**config.mk**
```make
export PLATFORM = sky130hd
export DESIGN_NAME = layer_pass_scheduler
export DESIGN_NICKNAME = d
export VERILOG_FILES = /design/src/rtl/layer_pass_scheduler.sv
export SDC_FILE = /design/constraint.sdc
export NUM_CORES = 1
export LEC_CHECK = 0
export CELL_PAD_IN_SITES_DETAIL_PLACEMENT = 0
export CELL_PAD_IN_SITES_GLOBAL_PLACEMENT = 2
export CORE_UTILIZATION = 23
export DETAILED_ROUTE_END_ITERATION = 16
export PLACE_DENSITY_LB_ADDON = 0.08
export SYNTH_ARGS = -nofsm -noshare
export SYNTH_HDL_FRONTEND = slang
export SYNTH_SLANG_ARGS = --single-unit
export TNS_END_PERCENT = 30
```
**constraint.sdc**
```tcl
create_clock -name clk -period 4.94 [get_ports clk]
set_input_delay 1.482 -clock clk [delete_from_list [all_inputs] [get_ports clk]]
set_output_delay 1.482 -clock clk [all_outputs]
set_load 0.01 [all_outputs]
```
**src/rtl/layer_pass_scheduler.sv**
```systemverilog
// rtl/layer_pass_scheduler.sv - M x C layer pass sequencer ahead of the pass controller
module layer_pass_scheduler #(
   parameter int CNT_W = 8
) (
   input  logic             clk,
   input  logic             reset,
   input  logic             start,
   input  logic [CNT_W-1:0] num_m_passes,
   input  logic [CNT_W-1:0] num_c_passes,
   output logic             load_start,
   input  logic             load_done,
   output logic             pass_start,
   input  logic             pass_done,
   output logic [CNT_W-1:0] m_idx,
   output logic [CNT_W-1:0] c_idx,
   output logic             psum_accum,
   output logic             last_c,
   output logic             busy,
   output logic             done
);

   localparam logic [CNT_W-1:0] ONE = CNT_W'(1);

   typedef enum logic [2:0] {
      IDLE,
      LOAD,
      WAIT_LOAD,
      PASS,
      WAIT_PASS,
      ADVANCE,
      DONE
   } state_t;

   state_t           state, state_nxt;
   logic [CNT_W-1:0] m_cnt, c_cnt;
   logic [CNT_W-1:0] m_cnt_nxt, c_cnt_nxt;
   logic [CNT_W-1:0] m_idx_nxt, c_idx_nxt;
   logic [CNT_W-1:0] m_last, c_last;

   // Last legal index per loop; counts are never latched as zero, so no wrap occurs
   assign m_last = m_cnt - ONE;
   assign c_last = c_cnt - ONE;

   // State, indices and latched counts advance on the falling edge like the pass controller
   always_ff @(negedge clk or posedge reset) begin
      if (reset) begin
         state <= IDLE;
         m_idx <= '0;
         c_idx <= '0;
         m_cnt <= '0;
         c_cnt <= '0;
      end else begin
         state <= state_nxt;
         m_idx <= m_idx_nxt;
         c_idx <= c_idx_nxt;
         m_cnt <= m_cnt_nxt;
         c_cnt <= c_cnt_nxt;
      end
   end

   // Next-state logic: C is the inner loop, M the outer loop
   always_comb begin
      state_nxt = state;
      m_idx_nxt = m_idx;
      c_idx_nxt = c_idx;
      m_cnt_nxt = m_cnt;
      c_cnt_nxt = c_cnt;
      case (state)
         IDLE: begin
            if (start) begin
               m_cnt_nxt = (num_m_passes == '0) ? ONE : num_m_passes;
               c_cnt_nxt = (num_c_passes == '0) ? ONE : num_c_passes;
               m_idx_nxt = '0;
               c_idx_nxt = '0;
               state_nxt = LOAD;
            end
         end
         LOAD:      state_nxt = WAIT_LOAD;
         WAIT_LOAD: if (load_done) state_nxt = PASS;
         PASS:      state_nxt = WAIT_PASS;
         WAIT_PASS: if (pass_done) state_nxt = ADVANCE;
         ADVANCE: begin
            if (c_idx < c_last) begin
               c_idx_nxt = c_idx + ONE;
               state_nxt = LOAD;
            end else if (m_idx < m_last) begin
               c_idx_nxt = '0;
               m_idx_nxt = m_idx + ONE;
               state_nxt = LOAD;
            end else begin
               state_nxt = DONE;
            end
         end
         DONE:      state_nxt = IDLE;
         default:   state_nxt = IDLE;
      endcase
   end

   // Moore-decoded strobes and status
   assign load_start = (state == LOAD);
   assign pass_start = (state == PASS);
   assign done       = (state == DONE);
   assign busy       = (state != IDLE) && (state != DONE);

   // Psum control follows the channel-group index
   assign psum_accum = (c_idx != '0);
   assign last_c     = (c_idx == c_last);

endmodule

```
== Yosys cells after proc, flatten, opt, wreduce, memory -nomap -nowiden ==
Index checks and enable logic that the tools add are counted.

* Add/sub/neg operators: 4
* Order comparisons: 2
* Equal/unequal tests: 14
* Mux-type cells: 15
* Reductions and logical operators: 11

{| class="wikitable"
|+ Operator list
! kind !! number
|-
| 8-bit 2-to-1 mux || 7
|-
| 8-bit one-hot mux with 2 select lines || 2
|-
| 3-bit one-hot mux with 6 select lines || 1
|-
| 8-bit by 1-bit adder with 8-bit output, second input constant || 2
|-
| 8-bit zero test || 2
|-
| 8-bit less-than comparator || 2
|-
| 8-bit by 1-bit subtractor with 8-bit output, second input constant || 2
|-
| 3-bit 2-to-1 mux || 5
|-
| 2-bit inequality test, second input constant || 5
|-
| 3-bit == test, second input constant || 3
|-
| 8-bit == test || 1
|-
| 8-bit nonzero test || 1
|-
| 3-bit by 2-bit == test with 1-bit output, second input constant || 2
|-
| 3-bit inequality test, second input constant || 2
|-
| 3-bit AND reduction || 2
|-
| 4-bit AND reduction || 1
|-
| 3-bit by 1-bit == test with 1-bit output, second input constant || 1
|-
| 3-bit zero test || 1
|-
| 3-bit nonzero test || 1
|-
| 2-bit AND reduction || 1
|-
| 2-bit nonzero test || 1
|-
| 1-bit logical AND || 1
|}

* Register bits after elaboration: 35
* Output and inout port bits: 22
* Word-level logic and storage cells: 51

== Depth between registers and ports, before layout ==
Gate-level depths: netlist (run 1).

* Word-level depth: 5
* Gate-level depth with buffers: 13
* Gate-level depth less buffers: 12

==> out/results.tsv, run 1 <==
stage	metric	value	unit
place	Placer Congestion	0.6973	
yosys	Synth Area in Adders	10.91	%
drt	final WL	7082	um
timing	Hold WS	462.7	ps
yosys	synth cell count leaders	nand2_1 (54), dfrtn_1 (35), ha_1 (20), nor2_1 (14), o21ai_0 (14)	
cts	clock sinks	35	
yosys	post-synthesis cell count	266	
layout	Fillers	1048	
cts	CTS Hold Bufs	0	
layout	final instance area	0.003950	sq mm
layout	antenna cells	0	
timing	Slew HR	64.49	%
run_status	failing checks	design-rule violations, negative setup slack	
critical_path	CP arrival	4380	ps
yosys	multiplexer share of the synthesized area	0.9269	%
power	Peak VDD IR	0.1571	mV
yosys	Compound-Gate Fraction of Synth Area	14.23	%
place	cell area after placement	0.003334	sq mm
layout	Final nets	449	
yosys	Top FF cell, synth	dfrtn_1	
layout	area grow syn2layout	72.14	%
yosys	XOR/XNOR Fraction of Synth Area	5.344	%
cts	Clock Path Buffers	2	
critical_path	startpoint types	flip-flop	
cts	clock buffer count from CTS	5	
critical_path	Crit-path slowest cell	dfrtn_1	
floorplanning	FP Rows	36	
grt	gr ovfl total	0	
floorplanning	core area	0.009729	sq mm
cts	CTS tree	yes	
power	P_leak	0.001959	uW
grt	GRT Util Overall	14.48	%
grt	number of global-route vias before repair	2334	
place	port bufs	42	
critical_path	CP most frequent cell	nor2_2	
yosys	count leader, synth	nand2_1	
drt	DRC	1	
yosys	top cells by area, synth	dfrtn_1 (38%), ha_1 (11%), nand2_1 (8.8%)	
cts	worst-skew pair later-pin latency	300	ps
place	Cells after DPL	489	
yosys	post-synth net total	307	
yosys	synth unique cells	43	
yosys	register area share after synthesis	38.17	%
timing	Slew Viols, Final	0	
run_status	outcome	finished with violations	
grt	largest net degree at the start of global routing	36	
drt	Detailed Route Iter0 Violations	41	
floorplanning	Die Height	101.9	um
drt	WL/cell	13.07	um
run	max cap viols	0	
timing	Worst Tran Pin Value	529.0	ps
yosys	Post-synth ARST share	100.0	%
floorplanning	Top-Level Pins	43	
yosys	mapped cell area	0.002295	sq mm
yosys	largest family of logic cells by synthesized area	simple AND/OR/NAND/NOR gates	
cts	clk root buf	clkbuf_8	
layout	share of cells above drive strength 1	40.34	%
grt	initial antenna violation count	0	
drt	drt pass-1 iters	10	
cts	Clock Pin Slew Worst Setup and Hold Paths	50	ps
drt	ANT nets after route	0	
critical_path	Crit. End Element	output pin	
yosys	cell taking the most area after synthesis	dfrtn_1	
timing	Final Skew	7.290	ps
yosys	post-synthesis simple-gate area fraction	26.88	%
floorplanning	starting density of the core	23.59	%
timing	Final setup viols	11	
critical_path	critical path peak fanout	2	
timing	Setup TNS Final	-2227	ps
yosys	Synth top area share	38.17	%
critical_path	Crit Path Category	flip-flop to output pin	
yosys	#FFs+latches synth	35	
yosys	number of synthesized flops with an enable pin	0	
timing	RSZ-0062 raised after global routing	yes	
timing	final worst slack	-923.1	ps
yosys	Syn Area/Cell	8.627	sq um
place	Post-DP HPWL	4892	um
power	PwrDens	513.4	mW/mm^2
layout	register area	875.8	sq um
hold_path	worst hold path class	flip-flop to flip-flop	
grt	global-route wire length before repair	11640	um
critical_path	CP max stage delay	350	ps
drt	via count	2359	
floorplanning	die width	101.9	um
yosys	yosys warns	0	
drt	mean number of vias per cell	4.352	
critical_path	CP required	3460	ps
cts	H-tree depth	2	
layout	area of the multi-input gates	0.001523	sq mm
critical_path	crit-path cells	nor2_2 > nand3_2 > buf_6 > nor2_4 > xnor2_2 > ha_1 > nand4_1 > nor2_2 > buf_2	
layout	Non-Filler Instances	542	
floorplanning	die area	0.01038	sq mm
timing	Final Hold Viols	0	
==> power by group <==
| part | switching (uW) | total (uW) | internal, uW |
|---|---|---|---|
| sequential | 85.4 | 465 | 380 |
| combinational | 581 | 1320 | 743 |
| clock | 111 | 239 | 128 |
| total | 778 | 2030 | 1250 |
==> final cells by class <==
cell class	count	share of cell area, %
well taps	133	4.213
repair buffers	143	31.30
inverters	13	1.235
flip-flops and latches	35	22.17
clock buffers	8	2.534
multi-input cells	210	38.55
==> through the flow <==
stage / total power [uW] / setup slack (ps) / util (%)
2_1_floorplan: 1025 / -448.0 / -
3_3_place_gp: 1433 / -954.5 / 34.27
6_report: 2028 / -923.1 / 40.60
3_5_place_dp: 1438 / -1000 / 34.27
5_1_grt: 2225 / -1019 / 40.60
4_1_cts: 2047 / -922.4 / 39.74
==> state kept, by name, indices dropped and copies added (netlist names) <==
signal / cells
m_idx: 8
c_cnt: 8
m_cnt: 8
state: 3
c_idx: 8
==> repair_timing <==
item | in CTS | in global routing
resized for setup | 119 | 26
endpoints found under the setup margin | 52 | 42
buffers inserted | 42 | 13
pin swaps | 21 | 20
==> final timing paths <==
path / cells past startpoint / start / endpoint / slack [ps]
worst max-delay path: 9 / c_cnt[2] / last_c / -920
worst min-delay path: 2 / m_cnt[7] / m_cnt[7] / 460
worst max register to register: 27 / c_cnt[2] / m_idx[7] / 140
worst min register to register: 2 / m_cnt[7] / m_cnt[7] / 460
max in group asynchronous: 3 / reset / c_idx[0] / 830
min in group asynchronous: 3 / reset / m_cnt[7] / 3890
==> placed cells by master (no fill, tap or decap), drive strengths merged, types with 3 or more instances in the layout <==
cell type,synthesis,layout
a211o,5,5
a21oi,5,5
and3,7,7
buf,2,117
clkbuf,6,12
clkdlybuf4s15,0,3
clkdlybuf4s50,0,19
dfrtn,35,35
ha,20,20
inv,13,13
nand2,54,54
nand2b,4,4
nand3,13,13
nor2,14,14
nor3,11,11
nor4,4,4
o211ai,4,4
o21ai,14,14
o31ai,4,4
or3,3,3
or4,6,6
xnor2,11,11
xor2,3,3
==> worst max-delay path: cells and delay by family (launching register included) <==
kind	cells	cell delay, ps
buffers and inverters	2	270
flip-flops	1	350
adder cells (fa/ha/maj)	1	310
XOR/XNOR	1	90
AND/OR/NAND/NOR	5	590
==> metal layers <==
| layer | vias to the layer above | track usage [%] | part of all wire, % |
|---|---|---|---|
| met1 | 1080 | 19.80 | 51 |
| met4 | 0 | 4.286 | 1.3 |
| met5 | - | 0 | 0 |
| met2 | 34 | 23.65 | 45 |
| li1 | 1236 | - | - |
| met3 | 9 | 2.189 | 2.8 |
==> cell families after synthesis <==
family | count (synthesis)
AOI/OAI and AO/OA | 48
xor gates and xnor gates | 14
adders and majority gates | 20
buffers and inverters | 21
DFF | 35
muxes | 2
and+or+nand+nor | 126
(Power assumes the default switching activity.)
==> run 2, diff against run 1 <==
Settings changed: SKIP_CTS_REPAIR_TIMING set to 1.
==> run 2 against run 1 <==
  * Combinational power shrank 23%
  * Via count shrank 4.3%
  * Final cell count shrank 6.6%
  * Critical path depth is the same
  * The run ends with negative setup slack left
  * Global-route usage shrank 1.3 points
  * Setup slack gained 40 ps
  * Highest routed layer unchanged
  * Register-to-register slack gained 1500 ps
==> out/results.tsv, run 2 (synthesis results as in run 1) <==
stage	metric	value	unit	change
drt	via count	2258		-4.3%
floorplanning	core area	0.009729	sq mm	unchanged
timing	Slew Viols, Final	0		unchanged
run	max cap viols	0		unchanged
critical_path	worst path bufs/invs	2		unchanged
hold_path	worst hold path class	flip-flop to flip-flop		
timing	Final Hold Viols	0		unchanged
critical_path	delay-heaviest family, CP	adder cells		
critical_path	CP required	3460	ps	about the same
layout	Util after Layout	37.10	%	-3.5 points
place	port bufs	42		unchanged
grt	gr ovfl total	0		unchanged
power	combinational share of power	59.1	%	-6.2 points
timing	Slew HR	56.47	%	-8.0 points
power	Int Pwr	1027	uW	-18%
layout	highest-count cells in the layout ignoring fill and taps	buf_4 (53), nand2_1 (51), dfrtn_1 (35), ha_1 (19), clkdlybuf4s50_1 (19)		
floorplanning	Die Height	101.9	um	unchanged
cts	clock sinks	35		unchanged
power	clock power share	14.0	%	+2.2 points
run_status	failing checks	negative setup slack		
cts	H-tree depth	2		unchanged
drt	mean number of vias per cell	4.462		+2.5%
layout	Final nets	413		-8.0%
power	PwrDens	474.6	mW/mm^2	-7.6%
layout	antenna cells	0		unchanged
cts	worst-skew pair later-pin latency	300	ps	about the same
grt	largest net degree at the start of global routing	36		unchanged
power	sequential share of power	26.9	%	+4.0 points
timing	Worst Tran Pin Value	650.0	ps	+121.0 ps
drt	WL/cell	13.00	um	-0.51%
timing	Final Skew	7.098	ps	-0.1925 ps
power	P_leak	0.001900	uW	-3.0%
place	Post-DP HPWL	4892	um	unchanged
critical_path	crit-path cells	inv_2 > ha_2 > nand2_2 > nor3_2 > xnor2_1 > ha_1 > nand4_1 > nor2_2 > clkbuf_2		
cts	Clock Path Buffers	2		unchanged
power	sw power	685.6	uW	-12%
grt	initial antenna violation count	0		unchanged
power	switching portion of total power	40.02	%	+1.7 points
drt	ANT nets after route	0		unchanged
timing	final worst slack	-883.0	ps	+40.07 ps
grt	GRT Util Overall	13.17	%	-1.3 points
floorplanning	FP Rows	36		unchanged
cts	clock buffer count from CTS	5		unchanged
floorplanning	die area	0.01038	sq mm	unchanged
floorplanning	Top-Level Pins	43		unchanged
drt	Detailed Route Iter0 Violations	79		+93%
layout	area grow syn2layout	57.31	%	
drt	final WL	6578	um	-7.1%
critical_path	startpoint types	flip-flop		
critical_path	CP max stage delay	420	ps	+70 ps
power	Peak VDD IR	0.1574	mV	+0.16%
grt	number of global-route vias before repair	2099		-10%
layout	share of cells above drive strength 1	29.76	%	-11 points
critical_path	CP arrival	4340	ps	-40 ps
cts	CTS tree	yes		
critical_path	Crit. End Element	output pin		
layout	most common cell after layout, fill and taps aside	buf_4		
run_status	outcome	finished with violations		
critical_path	critical path peak fanout	3		+1
cts	clk root buf	clkbuf_8		
timing	Final setup viols	8		-3
place	pre-CTS setup slack	-1000	ps	unchanged
drt	drt pass-1 iters	4		-6
critical_path	Crit-path slowest cell	dfrtn_1		
timing	RSZ-0062 raised after global routing	yes		
floorplanning	starting density of the core	23.59	%	unchanged
cts	Clock Pin Slew Worst Setup and Hold Paths	50	ps	about the same
floorplanning	die width	101.9	um	unchanged
drt	DRC	0		-1
place	Placer Congestion	0.6973		unchanged
grt	global-route wire length before repair	10580	um	-9.1%
critical_path	Crit Path Category	flip-flop to output pin		
-- run 2: changes by cell type in the layout (fill, tap and decap cells not counted), moves of 3 or more --
| cell | previous run | this run |
|---|---|---|
| buf_4 | 77 | 53 |
| buf_6 | 30 | 18 |
| dlymetal6s2s_1 | 0 | 10 |
| buf_2 | 8 | 2 |
| clkdlybuf4s15_1 | 3 | 0 |
-- run 2: final cells by class --
type / instances / area (sq um)
Multi-Input combinational cell: 210 / 1438
Sequential cell: 35 / 875.8
Tap cell: 133 / 166.4
Fill cell: 1071 / 6120
Inverter: 13 / 48.80
Timing Repair Buffer: 107 / 980.9
Clock buffer: 8 / 100.1
-- run 2: per-stage QoR --
| step | setup TNS [ps] | cells | power (uW) | cell area (sq um) | hold slack, ps |
|---|---|---|---|---|---|
| floorplan | -448.0 | 266 | 1025 | 2335 | 427.3 |
| global placement | -18570 | 489 | 1433 | 3334 | 461.0 |
| detailed placement | -17880 | 489 | 1438 | 3334 | 466.6 |
| CTS | -15160 | 497 | 1691 | 3435 | 468.0 |
| global route | -2772 | 506 | 1886 | 3610 | 485.6 |
| finish | -2049 | 506 | 1713 | 3610 | 455.7 |
-- run 2: power by group through the flow --
stage          logic (uW)  clock network (uW)  registers, uW
6_report             1010                 239            461
5_1_grt              1150                 262            478
4_1_cts               978                 251            462
3_5_place_dp          971                   0            468
3_3_place_gp          966                   0            467
2_1_floorplan         562                   0            463
-- run 2: final timing paths --
kind / from / to / slack [ps] / depth (start not counted)
worst min-delay path: m_cnt[7] / m_cnt[7] / 460 / 2
worst max-delay path: c_cnt[1] / last_c / -880 / 9
worst max register to register: m_cnt[3] / m_idx[3] / 1610 / 10
max in group asynchronous: reset / c_idx[0] / 830 / 3
worst min register to register: m_cnt[7] / m_cnt[7] / 460 / 2
min in group asynchronous: reset / m_cnt[7] / 3890 / 3
-- run 2: worst min-delay path: stages (launching register included) --
cell and delay, ps:
dfrtn_1 430, nand2_1 60, nand2_1 50
-- run 2: metal layers --
layer	vias up	wire length (um)	part of all wire, %	GRT usage [%]
met2	33	2860	43	19.91
met5	-	0	0	0
met3	8	194	2.9	2.189
met1	1049	3451	52	19.03
met4	0	72	1.1	4.286
li1	1168	-	-	-
==> run 3, diff against run 2 <==
Settings changed: CORE_UTILIZATION 23 to 33.
==> run 3 against run 2 <==
  * The flow still finishes with violations (negative setup slack)
  * Count of clock-buffer cells in the layout fell by 2
  * Flip-flop and latch count did not move
  * Final area stayed put
  * Sequential power barely moved
  * Non-clock buffer count rose by 6
  * Setup slack worse by 92 ps
  * Final cell count shrank 9.5%
  * Via count increased by 0.18%
  * Utilization up 16 points
  * Largest power group unchanged
==> out/results.tsv, run 3 (synthesis results as in run 1) <==
stage	metric	value	unit	change
run_status	outcome	finished with violations		
run_status	failing checks	negative setup slack		
drt	drt pass-1 iters	4		unchanged
cts	H-tree depth	2		unchanged
layout	Fillers	641		-40%
power	combinational share of power	61.2	%	+2.1 points
run	max cap viols	0		unchanged
timing	RSZ-0062 raised after global routing	yes		
drt	DRC	0		unchanged
cts	CTS tree	yes		
timing	Final setup viols	9		+1
layout	area grow syn2layout	57.31	%	unchanged
floorplanning	starting density of the core	33.96	%	+10 points
critical_path	CP max stage delay	350	ps	-70 ps
cts	clock buffer count from CTS	5		unchanged
floorplanning	Top-Level Pins	43		unchanged
critical_path	FF-to-FF End	m_idx[7]		
timing	Slew Viols, Final	0		unchanged
power	switching portion of total power	39.62	%	-0.40 points
timing	Final Hold Viols	0		unchanged
grt	global-route wire length before repair	9956	um	-5.9%
power	sequential share of power	26.5	%	-0.4 points
power	Int Pwr	1055	uW	+2.7%
drt	final WL	5921	um	-10%
cts	Clock Path Buffers	2		unchanged
critical_path	CP startpoint	c_cnt[3]		
place	port bufs	42		unchanged
timing	Final Skew	7.190	ps	+0.09281 ps
floorplanning	die width	85.39	um	-16%
floorplanning	die area	0.007291	sq mm	-30%
critical_path	critical path peak fanout	2		-1
drt	via count	2262		+0.18%
critical_path	crit-path cells	nor2_2 > nand3_2 > nor4_4 > xnor2_1 > ha_1 > nand4_1 > nor2_2 > buf_2		
critical_path	Crit Path Category	flip-flop to output pin		
grt	gr ovfl total	0		unchanged
drt	mean number of vias per cell	4.939		+11%
critical_path	worst r2r src	c_cnt[3]		
place	cell area after placement	0.003238	sq mm	-2.9%
critical_path	CP most frequent cell	nor2_2		
cts	Clock Pin Slew Worst Setup and Hold Paths	50	ps	about the same
power	clock power share	12.3	%	-1.7 points
critical_path	R2R Setup Slk	1510	ps	-100 ps
critical_path	Crit. End Element	output pin		
layout	share of cells above drive strength 1	32.28	%	+2.5 points
cts	worst-skew pair later-pin latency	290	ps	about the same
layout	highest-count cells in the layout ignoring fill and taps	buf_4 (58), nand2_1 (51), dfrtn_1 (35), clkdlybuf4s50_1 (19), buf_6 (19)		
floorplanning	core area	0.006756	sq mm	-31%
cts	clk root buf	clkbuf_8		
timing	Setup TNS Final	-2137	ps	-87.97 ps
place	Placer Congestion	0.7237		+3.8%
power	Peak VDD IR	0.2038	mV	+29%
layout	final instance area	0.003610	sq mm	unchanged
critical_path	Critical Path End	last_c		
layout	antenna cells	0		unchanged
timing	final worst slack	-975.0	ps	-91.98 ps
power	PwrDens	484.1	mW/mm^2	+2.0%
layout	register area	875.8	sq um	unchanged
grt	number of global-route vias before repair	1992		-5.1%
floorplanning	FP Rows	30		-17%
grt	initial antenna violation count	0		unchanged
grt	GRT Util Overall	17.27	%	+4.1 points
layout	most common cell after layout, fill and taps aside	buf_4		
critical_path	Crit-path slowest cell	dfrtn_1		
drt	Detailed Route Iter0 Violations	90		+14%
timing	Hold WS	441.8	ps	-13.94 ps
drt	ANT nets after route	0		unchanged
critical_path	startpoint types	flip-flop		
cts	clock sinks	35		unchanged
hold_path	hold path cells	2		unchanged
power	P_leak	0.001923	uW	+1.2%
grt	largest net degree at the start of global routing	36		unchanged
critical_path	R2R depth	12		+2
floorplanning	Die Height	85.39	um	-16%
place	Post-DP HPWL	4337	um	-11%
drt	WL/cell	12.93	um	-0.55%
hold_path	worst hold path class	flip-flop to flip-flop		
critical_path	CP required	3460	ps	about the same
timing	Worst Tran Pin Value	621.0	ps	-29.00 ps
layout	Final nets	419		+1.5%
layout	area of the multi-input gates	0.001475	sq mm	+2.6%
critical_path	CP arrival	4430	ps	+90 ps
timing	Slew HR	58.42	%	+1.9 points
power	sw power	692.3	uW	+0.97%
[run 3: per-stage QoR]
step	setup slack (ps)	utilization, %	instances	power, uW
after detailed placement	-985.6	47.93	432	1429
after global placement	-930.1	47.93	432	1416
after global routing	-1093	53.43	458	1916
after floorplan	-448.0	-	266	1025
final	-975.0	53.43	458	1747
after CTS	-1301	49.22	439	1649
[run 3: how the worst min path moves through the flow]
stage / to / start
final: c_cnt[7] / c_cnt[7]
after CTS: m_cnt[7] / m_cnt[7]
after global placement: m_cnt[7] / m_cnt[7]
after floorplan: c_cnt[7] / c_cnt[7]
after detailed placement: m_cnt[7] / m_cnt[7]
after global routing: c_cnt[7] / c_cnt[7]
[run 3: power groups by stage]
stage / clock (uW) / combinational [uW] / sequential, uW
global placement: 0 / 952 / 464
finish: 215 / 1070 / 463
detailed placement: 0 / 963 / 465
CTS: 220 / 969 / 460
global route: 236 / 1200 / 478
floorplan: 0 / 562 / 463
[run 3: metal layers]
metal / vias up / part of all wire (%) / GRT usage (%)
met2: 44 / 45 / 25.00
met4: 0 / 1.1 / 5.000
met3: 5 / 2.8 / 3.599
met1: 1038 / 51 / 25.79
met5: - / 0 / 0
li1: 1175 / - / -
[run 3: final cells by class]
| type | count | share of cell area [%] |
|---|---|---|
| clock buffer | 6 | 2.288 |
| clock inverter | 1 | 0.1386 |
| inverter | 13 | 1.352 |
| multi-input combinational | 210 | 40.87 |
| sequential | 35 | 24.26 |
| tap | 80 | 2.773 |
| timing repair buffer | 113 | 28.32 |
[run 3: critical path: cells and delay by family (launching register included)]
family | cells | cell delay [ps]
xor gates and xnor gates | 1 | 120
and+or+nand+nor | 5 | 770
DFF | 1 | 350
adders and majority gates | 1 | 300
buffers and inverters | 1 | 130
